<file path="config.mk">
export PLATFORM = sky130hd
export DESIGN_NAME = sweep_ctrl
export DESIGN_NICKNAME = d
export VERILOG_FILES = /design/src/rtl/sweep_pkg.sv /design/src/rtl/sweep_hold_timer.sv /design/src/rtl/sweep_ctrl.sv
export SDC_FILE = /design/constraint.sdc
export NUM_CORES = 1
export LEC_CHECK = 0
export ABC_AREA = 1
export BUFFER_PORTS_ARGS = -buffer_cell sky130_fd_sc_hd__buf_2
export CORE_MARGIN = 8
export CORE_UTILIZATION = 58
export CTS_BUF_LIST = sky130_fd_sc_hd__clkbuf_4 sky130_fd_sc_hd__clkbuf_8 sky130_fd_sc_hd__clkbuf_16
export DETAILED_ROUTE_END_ITERATION = 10
export PLACE_DENSITY = 0.86
export RECOVER_POWER = 25
export SLEW_MARGIN = 25
export SYNTH_ARGS = -nofsm -noshare
export SYNTH_HDL_FRONTEND = slang
export SYNTH_SLANG_ARGS = --single-unit
</file>
<file path="constraint.sdc">
create_clock -name clk -period 1.5 [get_ports clk]
set_clock_uncertainty 0.05 [all_clocks]
set_input_delay 0.075 -clock clk [delete_from_list [all_inputs] [get_ports clk]]
set_output_delay 0.075 -clock clk [all_outputs]
set_load 0.1 [all_outputs]
</file>
<file path="src/rtl/sweep_pkg.sv">
// sweep_pkg: state encoding and direction constants shared by the sweep controller and counter
package sweep_pkg;

    typedef enum logic [2:0] {
        IDLE     = 3'd0,
        UP       = 3'd1,
        HOLD_TOP = 3'd2,
        DOWN     = 3'd3,
        HOLD_BOT = 3'd4,
        DONE     = 3'd5
    } state_t;

    localparam logic DIR_UP   = 1'b1;
    localparam logic DIR_DOWN = 1'b0;

    function automatic logic is_busy(state_t s);
        return (s == UP) || (s == HOLD_TOP) || (s == DOWN) || (s == HOLD_BOT);
    endfunction

endpackage

</file>
<file path="src/rtl/sweep_hold_timer.sv">
// sweep_hold_timer: counts dwell cycles at a limit and flags the last one
module sweep_hold_timer #(
    parameter int HOLD_CYCLES = 3
) (
    input  logic clk,
    input  logic rst,
    input  logic clr,
    input  logic run,
    output logic expired
);

    localparam int HW = $clog2(HOLD_CYCLES + 1);

    logic [HW-1:0] hold_cnt;

    assign expired = run && (hold_cnt == HW'(HOLD_CYCLES - 1));

    // dwell counter: cleared outside hold states, wraps to zero on the last dwell cycle
    always_ff @(posedge clk or posedge rst) begin
        if (rst)
            hold_cnt <= '0;
        else if (clr)
            hold_cnt <= '0;
        else if (run)
            hold_cnt <= expired ? '0 : hold_cnt + 1'b1;
    end

endmodule

</file>
<file path="src/rtl/sweep_ctrl.sv">
// sweep_ctrl: drives an up/down counter back and forth between two limits with a dwell at each end
module sweep_ctrl
    import sweep_pkg::*;
#(
    parameter int                WIDTH       = 8,
    parameter logic [WIDTH-1:0]  LOW_LIM     = WIDTH'(2),
    parameter logic [WIDTH-1:0]  HIGH_LIM    = WIDTH'(5),
    parameter int                HOLD_CYCLES = 3,
    parameter int unsigned       NUM_SWEEPS  = 2
) (
    input  logic             clk,
    input  logic             rst,
    input  logic             start,
    input  logic             stop,
    input  logic [WIDTH-1:0] counter_in,
    output logic             enable,
    output logic             direction,
    output logic             busy,
    output logic             sweep_done
);

    // the counter registers enable on the same edge the FSM turns, so turn one step early
    localparam logic [WIDTH-1:0] HI_TURN = HIGH_LIM - 1'b1;
    localparam logic [WIDTH-1:0] LO_TURN = LOW_LIM + 1'b1;
    localparam logic [15:0]      LAST_SWEEP = 16'(NUM_SWEEPS - 1);

    state_t      state;
    logic [15:0] sweep_cnt;
    logic        in_hold;
    logic        hold_exp;

    assign in_hold = (state == HOLD_TOP) || (state == HOLD_BOT);

    sweep_hold_timer #(
        .HOLD_CYCLES (HOLD_CYCLES)
    ) u_hold (
        .clk     (clk),
        .rst     (rst),
        .clr     (stop || !in_hold),
        .run     (in_hold),
        .expired (hold_exp)
    );

    // sweep sequencer; stop aborts to IDLE from any state
    always_ff @(posedge clk or posedge rst) begin
        if (rst) begin
            state     <= IDLE;
            sweep_cnt <= '0;
        end else if (stop) begin
            state     <= IDLE;
            sweep_cnt <= '0;
        end else begin
            case (state)
                IDLE:     if (start) state <= UP;
                UP:       if (counter_in >= HI_TURN) state <= HOLD_TOP;
                HOLD_TOP: if (hold_exp) state <= DOWN;
                DOWN:     if (counter_in <= LO_TURN) state <= HOLD_BOT;
                HOLD_BOT: begin
                    if (hold_exp) begin
                        if (NUM_SWEEPS != 0 && sweep_cnt == LAST_SWEEP) begin
                            state     <= DONE;
                            sweep_cnt <= '0;
                        end else begin
                            state     <= UP;
                            sweep_cnt <= sweep_cnt + 1'b1;
                        end
                    end
                end
                DONE:     state <= IDLE;
                default:  state <= IDLE;
            endcase
        end
    end

    // limit-gated enable keeps the counter from overshooting even when it starts out of range
    always_comb begin
        enable    = !stop && (((state == UP) && (counter_in < HIGH_LIM)) ||
                              ((state == DOWN) && (counter_in > LOW_LIM)));
        direction = ((state == HOLD_TOP) || (state == DOWN)) ? DIR_DOWN : DIR_UP;
        busy      = is_busy(state);
        sweep_done = (state == DONE);
    end

endmodule

</file>
# Yosys cells after proc, flatten, opt, wreduce, memory -nomap -nowiden
# Index checks and enable logic that the tools add are counted.
# totals
regBits	21
output_inout_bits	4
wordCells	56
# op_classes
add_sub_neg	2
n_lt_le_gt_ge	4
eq_ne	12
muxes	16
reduce_logical	19
# op_table
cell	count
two-way mux 16 bit	4
two-way mux 3 bit	7
adder 16 x 1 -> 16 bit, second input constant	1
equality test 16 x 1 -> 1 bit, second input constant	1
case mux 3 bit (5 select lines)	1
!= test 3 bit, second input constant	3
>= comparator 8 x 3 -> 1 bit, second input constant	1
greater-than comparator 8 x 2 -> 1 bit, second input constant	1
<= comparator 8 x 2 -> 1 bit, second input constant	1
less-than comparator 8 x 3 -> 1 bit, second input constant	1
logical OR 1 bit	7
equality test 3 x 2 -> 1 bit, second input constant	2
equality test 3 bit, second input constant	2
two-way mux 2 bit	3
!= test 3 x 2 -> 1 bit, second input constant	2
nonzero test 2 bit	3
AND reduction 5 bit	1
logical AND 1 bit	4
equality test 3 x 1 -> 1 bit, second input constant	1
zero test 3 bit	1
adder 2 x 1 -> 2 bit, second input constant	1
equality test 2 bit, second input constant	1
zero test 1 bit	2
AND reduction 2 bit	1
two-way mux 1 bit	1

# Longest topological paths before layout
# depth
depth_word	6
depth_mapped	9
depth_no_buf	9

# Cells and area by module
# Synthesis repeated with hierarchy kept, for this count alone.
# hier_totals
hier_cells	240
hier_area_um2	1565.3
# by_module_without_submodules
module	n_inst	cells_each	area_per_inst_um2
sweep_ctrl	1	226	1465.2
sweep_hold_timer	1	14	100.1

# Worst setup path before layout
# No wires, ideal clock.
# synth_path
path_type	register to output
from	reg state[2]
to	out sweep_done
arrival_time_ps	2572
t_required_ps	1375
slack_ps	-1197
stages_incl_launch_ff	3
n_path_buf	0
cell_sequence	dfrtp_1 -> inv_1 -> nor3_1
# synth_between
elab_chain_len	1
# synth_lines
item	line	source
start: declaration	sweep_ctrl.sv:27	state_t state;
start signal: assignment	sweep_ctrl.sv:47	state <= IDLE;
start signal: assignment	sweep_ctrl.sv:50	state <= IDLE;
start signal: assignment	sweep_ctrl.sv:54	IDLE: if (start) state <= UP;
equality test 3 bit	sweep_ctrl.sv:81	sweep_done = (state == DONE);
end: declaration	sweep_ctrl.sv:19	output logic sweep_done
# No other way between the ends.

# Final worst setup path
# layout_path
from	reg state[1]
to	out enable
# layout_between
elab_chain_len	4
word_cells_on_any_way	6
classes_between	2 x eq/ne; 4 x reduce/logical
# layout_lines
item	line	source
equality test 3 x 1 -> 1 bit or equality test 3 x 2 -> 1 bit (tied branches)	sweep_ctrl.sv:77, sweep_ctrl.sv:78	
logical AND 1 bit (on tied branches)	sweep_ctrl.sv:77, sweep_ctrl.sv:78	
logical OR 1 bit (*)	sweep_ctrl.sv:77	enable = !stop && (((state == UP) && (counter_in < HIGH_LIM)) ||
logical AND 1 bit (*)	sweep_ctrl.sv:77	
end: declaration	sweep_ctrl.sv:16	output logic enable,
# Every way passes the cells marked *; elsewhere a longest branch is shown, timed or not.

==> results.tsv <==
metric	value	unit
switching_share	0.452	
h-tree-depth	1	
overflow	0	
final_nets	279	
yosysTopAreaCell	dfrtp_1	
met1_length	1.89	mm
crit_family	flip-flops	
drive_gt1_frac	0.280	
worst_r2r_path_depth	9	
grt_max_degree	22	
ios	16	
min_path_cells	4	
slew_headroom	0.636	
cts_tree	done	
cts_buffer_depth	2	
core	2450	µm²
place.gp.congestion	0.865	
peakVddDrop	1.85	mV
ys_seq_area_frac	0.356	
yosysMostFrequentCell	nand2_1	
setup_viol	8	
crit_path_start_kind	flip-flop	
whs_endpoint	u_hold.hold_cnt[1]$_DFFE_PP0P_	
area_growth	34.1	%
clock_latency	320	ps
synthArstFlopShare	1.00	
period_minus_slack	1650	ps
cp_cell_sequence	buf_4 > nand3_4 > inv_4 > nand2_2 > a31oi_4 > buf_12	
syn_area_per_cell	6.53	µm²
intPower	1.08	mW
fmax	604	MHz
rows	18	
drt_pass1_iterations	6	
synth_edf_count	0	
multiInputGateArea	942	µm²
wl	4.72	mm
slowest_stage	dfrtp_2	
finalHoldViolations	0	
antenna_cells	0	
seq_area	528	µm²
drv_slew	0	
synth_area	1480	µm²
io_buffers	15	
start_util	0.601	
grt_usage	0.183	
seq_power_share	0.327	
topRoutingLayerUsed	met4	
synth_area_leaders	dfrtp_1, nand2_1, nor2_1, nand3_1, inv_1	
layout_setup_ws	-155	ps
yosys-top-cells-count	nand2_1, nor2_1, inv_1, nand3_1, dfrtp_1	
clk_pin_slew_worst_paths	130	ps
cts.sinks	21	
hold_start	stop	
pwr-share-comb	0.514	
rr_endpoint	sweep_cnt[12]$_DFFE_PP0P_	
ys_types	21	
powerDensity	998	nW/µm²
slowest_delay	430	ps
vias	1798	
grt_pass1_vias	1530	
dp_hpwl	2.76	mm
wl_per_cell	16.0	µm
drtIter0Drc	192	
r2r-start	state[1]$_DFFE_PP0P_	
violations	setup timing	
antenna_left	0	
whs	144	ps
instances_no_fill	294	
crit_buf_inv	3	
drv_cap	0	
fillers	159	
ys_seq_elements	21	
netlist_instances	226	
cts-root-buf	clkbuf_4	
routed-wl-met3	459	µm
grt_pass1_wl	6.49	mm
dp_cells	275	
clkPwrFrac	0.158	
die-height	66.4	µm
viasPerCell	6.12	
synth_nets	240	
numCtsBuffers	3	
worstPathRequired	1370	ps
timing.reg2reg.setup_slack	-30	ps
antenna_found_initial	0	
crit_path_end_kind	output port	
crit_type	flip-flop to output port	
worstMarginPinSlew	546	ps
p_leak	1.00	nW
status	complete, but fails checks	
ys.flop_type	dfrtp_1	
remaining_drc_errors	0	
path_max_fanout	4	
die_area	4410	µm²
worstHoldPathType	primary input to flip-flop	
synth.top_cell.area_share	0.356	
critical_path_arrival	1530	ps
net-switching-power	0.894	mW
fp.dieW	66.4	µm
rsz0062_at_grt	true	
ys_warn_count	0	
route.met2.wl	2.26	mm
fin_crit_sh	1.10	
## registers in the layout (all words and copies together), names as in the netlist
signal,cells
state,3
sweep_cnt,16
u_hold.hold_cnt,2
## power groups by stage
stage	Combinational (mW)	Sequential (mW)	Clock (mW)
floorplan	0.554	0.656	0
global placement	0.812	0.661	0
detailed placement	0.818	0.663	0
CTS	0.943	0.638	0.300
global route	1.06	0.650	0.327
finish	1.02	0.647	0.313
## metrics by stage
step	utilization	cell area [µm²]	setup slack [ps]	total power, mW	setup TNS, ps
finish	0.806	1980	-155	1.98	-465
global route	0.806	1980	-196	2.04	-1090
CTS	0.754	1850	-116	1.88	-181
detailed placement	0.701	1720	-20.5	1.48	-20.5
global placement	0.701	1720	28.7	1.47	0
floorplan	-	1520	-62.3	1.21	-62.3
## tightest hold or removal path: stages
cell and delay (ps):
buf_2 170, nor2_1 100, nand3_1 100, nor3_1 50
## placed cells by master (no fill, tap or decap), drive strengths merged, types with 2 or more instances in the layout
cell type | synthesis | routed
a21oi | 4 | 4
nand2 | 71 | 72
o21ai | 9 | 9
ha | 2 | 2
nand4 | 15 | 15
clkbuf | 0 | 5
nor2 | 36 | 36
inv | 32 | 32
dfrtp | 21 | 21
nand3 | 22 | 22
o21bai | 6 | 6
nor3 | 3 | 3
buf | 2 | 33
## metal layers
metal | vias up | track usage
met4 | 0 | 0.0613
li1 | 811 | -
met3 | 20 | 0.0492
met1 | 827 | 0.236
met5 | - | 0
met2 | 140 | 0.288
## how the worst max path moves through the flow
stage          cells after the start                     start  slack, ps                        end
6_report                           6      state[1]$_DFFE_PP0P_       -150                     enable
4_1_cts                            6      state[2]$_DFFE_PP0P_       -120                     enable
5_1_grt                            6      state[2]$_DFFE_PP0P_       -200                     enable
3_3_place_gp                       6  sweep_cnt[0]$_DFFE_PP0P_         30  sweep_cnt[10]$_DFFE_PP0P_
3_5_place_dp                       7  sweep_cnt[0]$_DFFE_PP0P_        -20  sweep_cnt[12]$_DFFE_PP0P_
2_1_floorplan                      5      state[2]$_DFFE_PP0P_        -60                     enable
## what timing repair did
action | in CTS | in global routing
pin swaps | 1 | 7
gates cloned | 0 | 1
buffers inserted | 8 | 5
gates resized for setup | 10 | 18
setup endpoints to repair | 5 | 15
hold buffers | 1 | 0
hold endpoints to repair | 21 | 0
## final cells by class
cell class	count	share of cell area
multi-input combinational	172	0.476
sequential	21	0.267
timing repair buffer	35	0.158
inverter	32	0.0645
tap	30	0.0190
clock buffer	4	0.0152
## cell families after synthesis
logic type      count (synthesis)  share of synthesized area
buf+inv                        34                     0.0924
flops                          21                      0.356
fa+ha+maj                       2                     0.0170
compound gates                 21                     0.0831
simple gates                  148                      0.451
Power figures use the tool's default switching activity.
